--- config.mk ---
export PLATFORM = sky130hd
export DESIGN_NAME = if_id_hazard_ctl_flat
export DESIGN_NICKNAME = d
export VERILOG_FILES = /design/src/rtl/if_id_hazard_ctl_if.sv /design/src/rtl/if_id_hazard_ctl.sv /design/src/flat_wrapper.sv
export SDC_FILE = /design/constraint.sdc
export NUM_CORES = 1
export LEC_CHECK = 0
export BUFFER_PORTS_ARGS = -buffer_cell sky130_fd_sc_hd__buf_2
export CAP_MARGIN = 20
export CORE_MARGIN = 2
export CORE_UTILIZATION = 50
export CTS_BUF_LIST = sky130_fd_sc_hd__clkbuf_16
export DETAILED_ROUTE_END_ITERATION = 7
export GPL_ROUTABILITY_DRIVEN = 0
export GPL_TIMING_DRIVEN = 0
export PLACE_DENSITY = 0.8
export REMOVE_ABC_BUFFERS = 1
export SYNTH_ARGS = -nofsm -noshare
export SYNTH_HDL_FRONTEND = slang
export SYNTH_SLANG_ARGS = --single-unit
--- constraint.sdc ---
create_clock -name clk -period 2 [get_ports clk]
set_input_delay 0.2 -clock clk [delete_from_list [all_inputs] [get_ports clk]]
set_output_delay 0.2 -clock clk [all_outputs]
set_load 0.01 [all_outputs]
--- src/rtl/if_id_hazard_ctl_if.sv ---
// if_id_hazard_ctl_if
//   Bundles the fetch/decode hazard-response signals between the pipeline
//   front end (master) and the PC / IF-ID owner (slave).
//   master drives : en, stall, branch_taken, branch_target, if_inst
//   slave drives  : pc, id_inst, id_pc, id_valid, ex_bubble, in_stall,
//                   stall_cnt, flush_cnt
interface if_id_hazard_ctl_if #(
  parameter int PC_WIDTH  = 32,
  parameter int CNT_WIDTH = 16
);
  logic                 en;
  logic                 stall;
  logic                 branch_taken;
  logic [PC_WIDTH-1:0]  branch_target;
  logic [31:0]          if_inst;
  logic [PC_WIDTH-1:0]  pc;
  logic [31:0]          id_inst;
  logic [PC_WIDTH-1:0]  id_pc;
  logic                 id_valid;
  logic                 ex_bubble;
  logic                 in_stall;
  logic [CNT_WIDTH-1:0] stall_cnt;
  logic [CNT_WIDTH-1:0] flush_cnt;

  modport master (
    output en, stall, branch_taken, branch_target, if_inst,
    input  pc, id_inst, id_pc, id_valid, ex_bubble, in_stall, stall_cnt, flush_cnt
  );

  modport slave (
    input  en, stall, branch_taken, branch_target, if_inst,
    output pc, id_inst, id_pc, id_valid, ex_bubble, in_stall, stall_cnt, flush_cnt
  );
endinterface

--- src/rtl/if_id_hazard_ctl.sv ---
// if_id_hazard_ctl
//   Owns the PC register and the IF/ID pipeline register and carries out the
//   hazard detector's requests: a load-use stall freezes PC and IF/ID for one
//   cycle while a bubble is pushed into ID/EX; a taken branch redirects the PC
//   and flushes IF/ID with a NOP. Saturating counters track stalls and flushes.
//   Ports:
//     clk  - rising-edge clock
//     rst  - asynchronous active-low reset
//     hz   - slave side of if_id_hazard_ctl_if (inputs: en, stall,
//            branch_taken, branch_target, if_inst; outputs: pc, id_inst,
//            id_pc, id_valid, ex_bubble, in_stall, stall_cnt, flush_cnt)
module if_id_hazard_ctl #(
  parameter int                  PC_WIDTH  = 32,
  parameter logic [PC_WIDTH-1:0] RESET_PC  = {PC_WIDTH{1'b0}},
  parameter logic [31:0]         NOP_INST  = 32'h0000_0000,
  parameter int                  CNT_WIDTH = 16
) (
  input  logic                   clk,
  input  logic                   rst,
  if_id_hazard_ctl_if.slave      hz
);

  localparam logic [0:0] ST_RUN   = 1'b0;
  localparam logic [0:0] ST_STALL = 1'b1;

  localparam logic [PC_WIDTH-1:0] PC_STEP = {{(PC_WIDTH-3){1'b0}}, 3'b100};

  // Counters stick at all-ones instead of wrapping.
  function automatic logic [CNT_WIDTH-1:0] sat_inc(input logic [CNT_WIDTH-1:0] v);
    if (&v) begin
      return v;
    end else begin
      return v + {{(CNT_WIDTH-1){1'b0}}, 1'b1};
    end
  endfunction

  logic [0:0]           state_q,     state_d;
  logic [PC_WIDTH-1:0]  pc_q,        pc_d;
  logic [31:0]          id_inst_q,   id_inst_d;
  logic [PC_WIDTH-1:0]  id_pc_q,     id_pc_d;
  logic                 id_valid_q,  id_valid_d;
  logic                 ex_bubble_q, ex_bubble_d;
  logic [CNT_WIDTH-1:0] stall_cnt_q, stall_cnt_d;
  logic [CNT_WIDTH-1:0] flush_cnt_q, flush_cnt_d;

  // Next-state selection: branch redirect beats stall beats normal advance.
  always_comb begin
    state_d     = state_q;
    pc_d        = pc_q;
    id_inst_d   = id_inst_q;
    id_pc_d     = id_pc_q;
    id_valid_d  = id_valid_q;
    ex_bubble_d = ex_bubble_q;
    stall_cnt_d = stall_cnt_q;
    flush_cnt_d = flush_cnt_q;
    if (hz.en) begin
      if (hz.branch_taken) begin
        // Redirect from either state; a coincident stall is dropped.
        pc_d        = hz.branch_target;
        id_inst_d   = NOP_INST;
        id_pc_d     = pc_q;
        id_valid_d  = 1'b0;
        ex_bubble_d = 1'b0;
        state_d     = ST_RUN;
        flush_cnt_d = sat_inc(flush_cnt_q);
      end else begin
        case (state_q)
          ST_RUN: begin
            if (hz.stall) begin
              ex_bubble_d = 1'b1;
              state_d     = ST_STALL;
              stall_cnt_d = sat_inc(stall_cnt_q);
            end else begin
              pc_d        = pc_q + PC_STEP;
              id_inst_d   = hz.if_inst;
              id_pc_d     = pc_q;
              id_valid_d  = 1'b1;
              ex_bubble_d = 1'b0;
              state_d     = ST_RUN;
            end
          end
          ST_STALL: begin
            // Stall is ignored here: the load result is forwardable now, and
            // honouring it again would deadlock a held-high request.
            pc_d        = pc_q + PC_STEP;
            id_inst_d   = hz.if_inst;
            id_pc_d     = pc_q;
            id_valid_d  = 1'b1;
            ex_bubble_d = 1'b0;
            state_d     = ST_RUN;
          end
          default: begin
            state_d     = ST_RUN;
            ex_bubble_d = 1'b0;
          end
        endcase
      end
    end else begin
      state_d = state_q;
    end
  end

  // State registers with asynchronous active-low reset.
  always_ff @(posedge clk or negedge rst) begin
    if (!rst) begin
      state_q     <= ST_RUN;
      pc_q        <= RESET_PC;
      id_inst_q   <= NOP_INST;
      id_pc_q     <= {PC_WIDTH{1'b0}};
      id_valid_q  <= 1'b0;
      ex_bubble_q <= 1'b0;
      stall_cnt_q <= {CNT_WIDTH{1'b0}};
      flush_cnt_q <= {CNT_WIDTH{1'b0}};
    end else begin
      state_q     <= state_d;
      pc_q        <= pc_d;
      id_inst_q   <= id_inst_d;
      id_pc_q     <= id_pc_d;
      id_valid_q  <= id_valid_d;
      ex_bubble_q <= ex_bubble_d;
      stall_cnt_q <= stall_cnt_d;
      flush_cnt_q <= flush_cnt_d;
    end
  end

  assign hz.pc        = pc_q;
  assign hz.id_inst   = id_inst_q;
  assign hz.id_pc     = id_pc_q;
  assign hz.id_valid  = id_valid_q;
  assign hz.ex_bubble = ex_bubble_q;
  assign hz.in_stall  = (state_q == ST_STALL);
  assign hz.stall_cnt = stall_cnt_q;
  assign hz.flush_cnt = flush_cnt_q;

endmodule

--- src/flat_wrapper.sv ---
// flat-port wrapper written by rule: the top's interface ports become plain ports
module if_id_hazard_ctl_flat 
#(
  parameter int                  PC_WIDTH  = 32,
  parameter logic [PC_WIDTH-1:0] RESET_PC  = {PC_WIDTH{1'b0}},
  parameter logic [31:0]         NOP_INST  = 32'h0000_0000,
  parameter int                  CNT_WIDTH = 16
)
  (clk, rst, hz_en, hz_stall, hz_branch_taken, hz_branch_target, hz_if_inst, hz_pc, hz_id_inst, hz_id_pc, hz_id_valid, hz_ex_bubble, hz_in_stall, hz_stall_cnt, hz_flush_cnt);
  if_id_hazard_ctl_if #(.PC_WIDTH(PC_WIDTH), .CNT_WIDTH(CNT_WIDTH)) hz_i ();
  input  logic clk;
  input  logic rst;
  input wire logic [$bits(hz_i.en)-1:0] hz_en;
  input wire logic [$bits(hz_i.stall)-1:0] hz_stall;
  input wire logic [$bits(hz_i.branch_taken)-1:0] hz_branch_taken;
  input wire logic [$bits(hz_i.branch_target)-1:0] hz_branch_target;
  input wire logic [$bits(hz_i.if_inst)-1:0] hz_if_inst;
  output wire logic [$bits(hz_i.pc)-1:0] hz_pc;
  output wire logic [$bits(hz_i.id_inst)-1:0] hz_id_inst;
  output wire logic [$bits(hz_i.id_pc)-1:0] hz_id_pc;
  output wire logic [$bits(hz_i.id_valid)-1:0] hz_id_valid;
  output wire logic [$bits(hz_i.ex_bubble)-1:0] hz_ex_bubble;
  output wire logic [$bits(hz_i.in_stall)-1:0] hz_in_stall;
  output wire logic [$bits(hz_i.stall_cnt)-1:0] hz_stall_cnt;
  output wire logic [$bits(hz_i.flush_cnt)-1:0] hz_flush_cnt;
  assign hz_i.en = hz_en;
  assign hz_i.stall = hz_stall;
  assign hz_i.branch_taken = hz_branch_taken;
  assign hz_i.branch_target = hz_branch_target;
  assign hz_i.if_inst = hz_if_inst;
  assign hz_pc = hz_i.pc;
  assign hz_id_inst = hz_i.id_inst;
  assign hz_id_pc = hz_i.id_pc;
  assign hz_id_valid = hz_i.id_valid;
  assign hz_ex_bubble = hz_i.ex_bubble;
  assign hz_in_stall = hz_i.in_stall;
  assign hz_stall_cnt = hz_i.stall_cnt;
  assign hz_flush_cnt = hz_i.flush_cnt;
  if_id_hazard_ctl #(.PC_WIDTH(PC_WIDTH), .RESET_PC(RESET_PC), .NOP_INST(NOP_INST), .CNT_WIDTH(CNT_WIDTH)) u_core (.clk(clk), .rst(rst), .hz(hz_i));
endmodule
Yosys cells after proc, flatten, opt, wreduce, memory -nomap -nowiden
Index checks and enable logic that the tools add are counted.
{"block": "classes", "addsub": 3, "n_eq_ne": 1, "muxes": 15, "bitwise": 4, "reduce_logical": 5}
{"op": "32-bit two-way mux", "count": 6}
{"op": "32-bit one-hot mux with 2 select lines", "count": 3}
{"op": "16-bit by 1-bit adder with 16-bit output, second input constant", "count": 2}
{"op": "32-bit by 3-bit adder with 32-bit output, second input constant", "count": 1}
{"op": "16-bit AND reduction", "count": 2}
{"op": "5-bit AND reduction", "count": 1}
{"op": "1-bit two-way mux", "count": 4}
{"op": "1-bit NOT", "count": 4}
{"op": "1-bit one-hot mux with 2 select lines", "count": 2}
{"op": "3-bit inequality test, second input constant", "count": 1}
{"op": "3-bit AND reduction", "count": 1}
{"op": "2-bit AND reduction", "count": 1}
{"block": "word_totals", "reg_bits": 130, "word_cells": 35}

Logic depth before layout (Yosys ltp)
{"block": "depth", "word_depth": 4, "ltp_mapped": 8, "mapped_depth_nobuf": 6}

Worst setup path before layout
Ideal clock, no wire load.
{"block": "synth_timing", "kind": "reg2reg", "start": "register u_core.pc_q[2], in the netlist u_core.hz.pc[2]", "end": "register u_core.pc_q[18], in the netlist u_core.hz.pc[18]", "arrival_ps": 1758, "t_required_ps": 1864, "slack_ps": 105, "path_stages_with_launch": 7, "path_buffers": 0, "synth_period_minus_slack_ps": 1895, "path_cell_list": "dfrtp_1 ha_1 nand3_1 nor4_1 nand4_1 mux2i_1 o21ai_0"}
{"block": "synth_via", "elab_chain_cells": 4}
{"item": "from (decl)", "line": "if_id_hazard_ctl.sv:38", "text": "logic [PC_WIDTH-1:0] pc_q, pc_d;"}
{"item": "from (signal assigned)", "line": "if_id_hazard_ctl.sv:116", "text": "pc_q <= pc_d;"}
{"item": "32-bit by 3-bit adder with 32-bit output (*)", "line": "if_id_hazard_ctl.sv:74, if_id_hazard_ctl.sv:85"}
{"item": "32-bit two-way mux", "line": "if_id_hazard_ctl.sv:69", "text": "if (hz.stall) begin"}
{"item": "32-bit one-hot mux with 2 select lines (*)", "line": "if_id_hazard_ctl.sv:67", "text": "case (state_q)"}
{"item": "32-bit two-way mux (*)", "line": "if_id_hazard_ctl.sv:57", "text": "if (hz.branch_taken) begin"}
Every way passes the cells marked *; elsewhere a longest branch is shown, timed or not. The select of a mux whose other input is x is not followed.
A chain may end at the register's enable or synchronous reset.

Worst setup path in the final report
{"block": "layout_timing", "start": "register u_core.stall_cnt_q[0], in the netlist u_core.hz.stall_cnt[0]", "end": "register u_core.stall_cnt_q[11], in the netlist u_core.hz.stall_cnt[11]"}
{"block": "layout_via", "elab_chain_cells": 3, "word_cells_on_any_way": 4}
{"item": "from (decl)", "line": "if_id_hazard_ctl.sv:43", "text": "logic [CNT_WIDTH-1:0] stall_cnt_q, stall_cnt_d;"}
{"item": "from (signal assigned)", "line": "if_id_hazard_ctl.sv:112", "text": "stall_cnt_q <= {CNT_WIDTH{1'b0}};"}
{"item": "from (signal assigned)", "line": "if_id_hazard_ctl.sv:121", "text": "stall_cnt_q <= stall_cnt_d;"}
{"item": "parallel branches: the longest is 3 deep, another holds 16-bit by 1-bit adder with 16-bit output"}
Parallel ways; which one is timed is not known.

==> run summary <==
=================================================================================
Run status                                                              completed
Fin crit period                                                           1.91 ns
DRC violation count after routing                                               0
Sw Pwr                                                                    2.44 mW
Number of core rows                                                            39
Required time of the critical path                                        2.32 ns
Max-Cap Viols                                                                   0
Placed cell areas                                                        7010 µm²
Leakage Power                                                             3.98 nW
Switching Fraction                                                          31.2%
Length of the first detailed-routing pass in iterations                         5
Clock tree from TritonCTS                                                     yes
Worst endpoint data arrival time                                          2.22 ns
Total Wirelength                                                         16200 µm
Area of all placed cells without fillers                                 7710 µm²
Met1 routed wirelength after detailed routing                             6590 µm
Clock slew seen by the registers of the worst setup and hold paths        0.06 ns
Count of unique library cells instantiated by Yosys                            40
Number of I/O pins                                                            200
Num Clock Sinks                                                               130
Pwr dens                                                              1010 nW/µm²
Sum of met2 wire segment lengths after detailed routing                   8260 µm
Wire length of the first global-routing pass                             26100 µm
Number of register bits inferred by synthesis                                 130
Max transition margin                                                       49.8%
Diode count                                                                     0
Period Utilization, post-route                                              95.4%
Number of H-tree levels                                                         4
Worst skew pair latency                                                   0.41 ns
Total routing usage reported by global routing                              25.8%
Overflow left after global routing                                              0
Hold path start                                                      hz_if_inst[30]
Fmax achieved                                                             524 MHz
Per-instance average area after synthesis                                9.31 µm²
Library cell used as clock root buffer                                  clkbuf_16
WL met3                                                                   1060 µm
Max layer used                                                               met4
Sequential cell area fraction in the yosys report                           55.2%
Critical Path Sink Type                                                  register
Count of vias placed by the detailed router                                  5451
Syn Std Cell Area                                                        5890 µm²
Final Hold Vio Count                                                            0
Fill cell count                                                               945
Final #Nets                                                                   898
Detail Route Antenna Nets                                                       0
Floorplan die area                                                      12700 µm²
Number of buffers created by CTS                                               17
Tot Pwr                                                                   7.81 mW
Critical register-to-register path startpoint                        u_core.hz.stall_cnt[0]$_DFFE_PN0P_
Area growth from synthesis to final layout                                  30.9%
Transition time at the pin with the least slew margin                    0.753 ns
Launching element of the worst setup path                            u_core.hz.stall_cnt[0]$_DFFE_PN0P_
Class of the tightest hold or removal check                             in -> reg
Warnings, synthesis                                                             0
Cell internal pwr                                                         5.37 mW
Count of buffers inserted at the top-level ports                              199
Half-perimeter wire length after detailed placement                      10900 µm
Die height                                                                 113 µm
Max Clock Skew                                                         0.00473 ns
Initial antenna violation count                                                 0
Worst-case clock buffer depth                                                   2
Count of mapped cells out of synthesis                                        633
Max-slew violations                                                             0
Power share of the combinational group                                      20.2%
Kind of start point of the critical path                                 register
Via-per-instance ratio                                                       5.55
Final setup violating endpoints                                                 0
Pin count of the biggest net entering global routing                           69
VDD IR max                                                             0.000786 V
WHS                                                                     0.0308 ns
Initial core utilization                                                    51.4%
Via count of the first global-routing pass                                   5329
Chip width                                                                 113 µm
Fraction of layout cells with a size suffix above 1                         31.1%
Relative contribution of sequential cells to total power                    44.6%
Detailed-route wire length per cell                                       16.5 µm
Critical Setup Path Class                                              reg -> reg
Detailed Route Iter0 Violations                                               392
Critical path peak fanout                                                       6
Power share of the clock group                                              35.2%
Core area                                                               11500 µm²
=================================================================================
==> synthesized netlist by cell type (all sizes together) <==
cell type  number  area [µm²]
o22ai          21         131
nand2b          3        18.8
a21oi          24         120
and2            4        25.0
nor4            6        37.5
nand4          30         188
mux2            3        33.8
or3             1        6.26
a31oi           3        18.8
mux2i          20         200
dfrtp         130        3250
nor3b           1        18.8
ha              3        37.5
a21o            1        7.51
o21ai          44         220
a211oi          2        15.0
and3            8        50.1
nand3b          1        7.51
a221o           3        30.0
xnor2          19         166
nand2         185         697
or4             2        15.0
nand3          28         140
nor3            7        40.0
a22oi           4        30.0
buf            10        58.8
inv             3        11.3
or2             2        12.5
clkbuf         25        93.8
nor2b           1        6.26
xor2            9        78.8
clkinv          1        3.75
and4            1        8.76
nor4b           1        8.76
nor2           27         101
==> through the flow <==
step	cells	setup slack, ns	setup TNS [ns]	utilization, %
2_1_floorplan	598	-1.32	-103.75	-
4_1_cts	979	0.0141	0	66.7
3_5_place_dp	943	-0.717	-10.25	61.1
3_3_place_gp	940	-2.70	-345.81	60.3
5_1_grt	982	-0.00506	-0.00506	67.3
6_report	982	0.0926	0	67.3
==> final cells by class <==
class | count | area, µm² | share of cell area (%)
Inverter | 4 | 16.3 | 0.211
Timing Repair Buffer | 209 | 1160 | 15.1
Sequential cell | 130 | 3250 | 42.2
Multi-Input combinational cell | 464 | 2580 | 33.4
Tap cell | 143 | 179 | 2.32
Clock buffer | 17 | 425 | 5.51
Clock inverter | 15 | 101 | 1.31
==> what timing repair did <==
action	CTS	global route
hold endpoints to repair	64	0
setup endpoints to repair	30	26
pin swaps	1	3
gates resized for setup	9	11
buffers inserted	0	3
hold buffers	3	0
cloned	1	0
==> worst max-delay path, cell delays in order, from the launching register on <==
cell	delay, ns
dfrtp_1	0.44
ha_1	0.30
nand3_1	0.12
nor4_2	0.06
or4_4	0.54
nor2_1	0.18
xnor2_1	0.18
==> metal layers <==
| layer | up-vias | global-route usage (%) |
|---|---|---|
| li1 | 2587 | - |
| met1 | 2661 | 32.4 |
| met3 | 23 | 7.07 |
| met5 | - | 0 |
| met4 | 0 | 9.02 |
| met2 | 180 | 43.2 |
==> state kept, by name, summed over array words and instances (netlist names) <==
name                 flops
u_core.hz.id_inst       32
u_core.hz.id_valid       1
u_core.hz.id_pc         32
u_core.hz.stall_cnt     16
u_core.hz.ex_bubble      1
u_core.hz.pc            32
u_core.hz.flush_cnt     16
==> final timing paths <==
| kind | end | slack [ns] | cells after the start |
|---|---|---|---|
| max in group asynchronous | u_core.hz.id_inst[5]$_DFFE_PN0P_ | 0.92 | 3 |
| worst min-delay path | u_core.hz.id_inst[30]$_DFFE_PN0P_ | 0.03 | 3 |
| worst max register to register | u_core.hz.stall_cnt[11]$_DFFE_PN0P_ | 0.09 | 6 |
| worst max-delay path | u_core.hz.stall_cnt[11]$_DFFE_PN0P_ | 0.09 | 6 |
| min in group asynchronous | u_core.hz.stall_cnt[0]$_DFFE_PN0P_ | 0.33 | 2 |
| worst min register to register | u_core.hz.id_pc[9]$_DFFE_PN0P_ | 0.47 | 2 |
==> power by group through the flow <==
| stage | sequential, mW | clock, mW | combinational (mW) |
|---|---|---|---|
| after floorplan | 3.63 | 0 | 0.603 |
| after global placement | 3.47 | 0 | 1.47 |
| after detailed placement | 3.51 | 0 | 1.54 |
| after CTS | 3.47 | 2.81 | 1.58 |
| after global routing | 3.55 | 2.94 | 1.75 |
| final | 3.48 | 2.75 | 1.57 |
==> placed cells by master, fill, tap and decap left out, types with 3 or more instances in the layout <==
cell and n:
a21oi_1 23, a221o_1 3, a22oi_1 4, a31oi_1 3, and3_1 8, buf_2 198
buf_4 3, clkbuf_16 17, clkinv_1 4, clkinv_2 7, clkinvlp_4 3, dfrtp_1 129
dlygate4sd3_1 3, inv_1 4, mux2_2 3, mux2i_1 20, nand2_1 183, nand3_1 25
nand3_2 3, nand4_1 30, nor2_1 24, nor3_1 6, o21ai_0 44, o22ai_1 21
xnor2_1 19, xor2_1 9
==> cells by family (layout without fill, tap and decap cells) <==
logic type	Yosys count	in the layout	synth area share, %
DFF	130	130	55.2
AOI/OAI and AO/OA	102	102	9.73
adders and majority gates	3	3	0.637
muxes	23	23	3.97
buffers and inverters	39	245	2.85
xor gates and xnor gates	28	28	4.16
and+or+nand+nor	308	308	23.4
(Power assumes the default switching activity.)
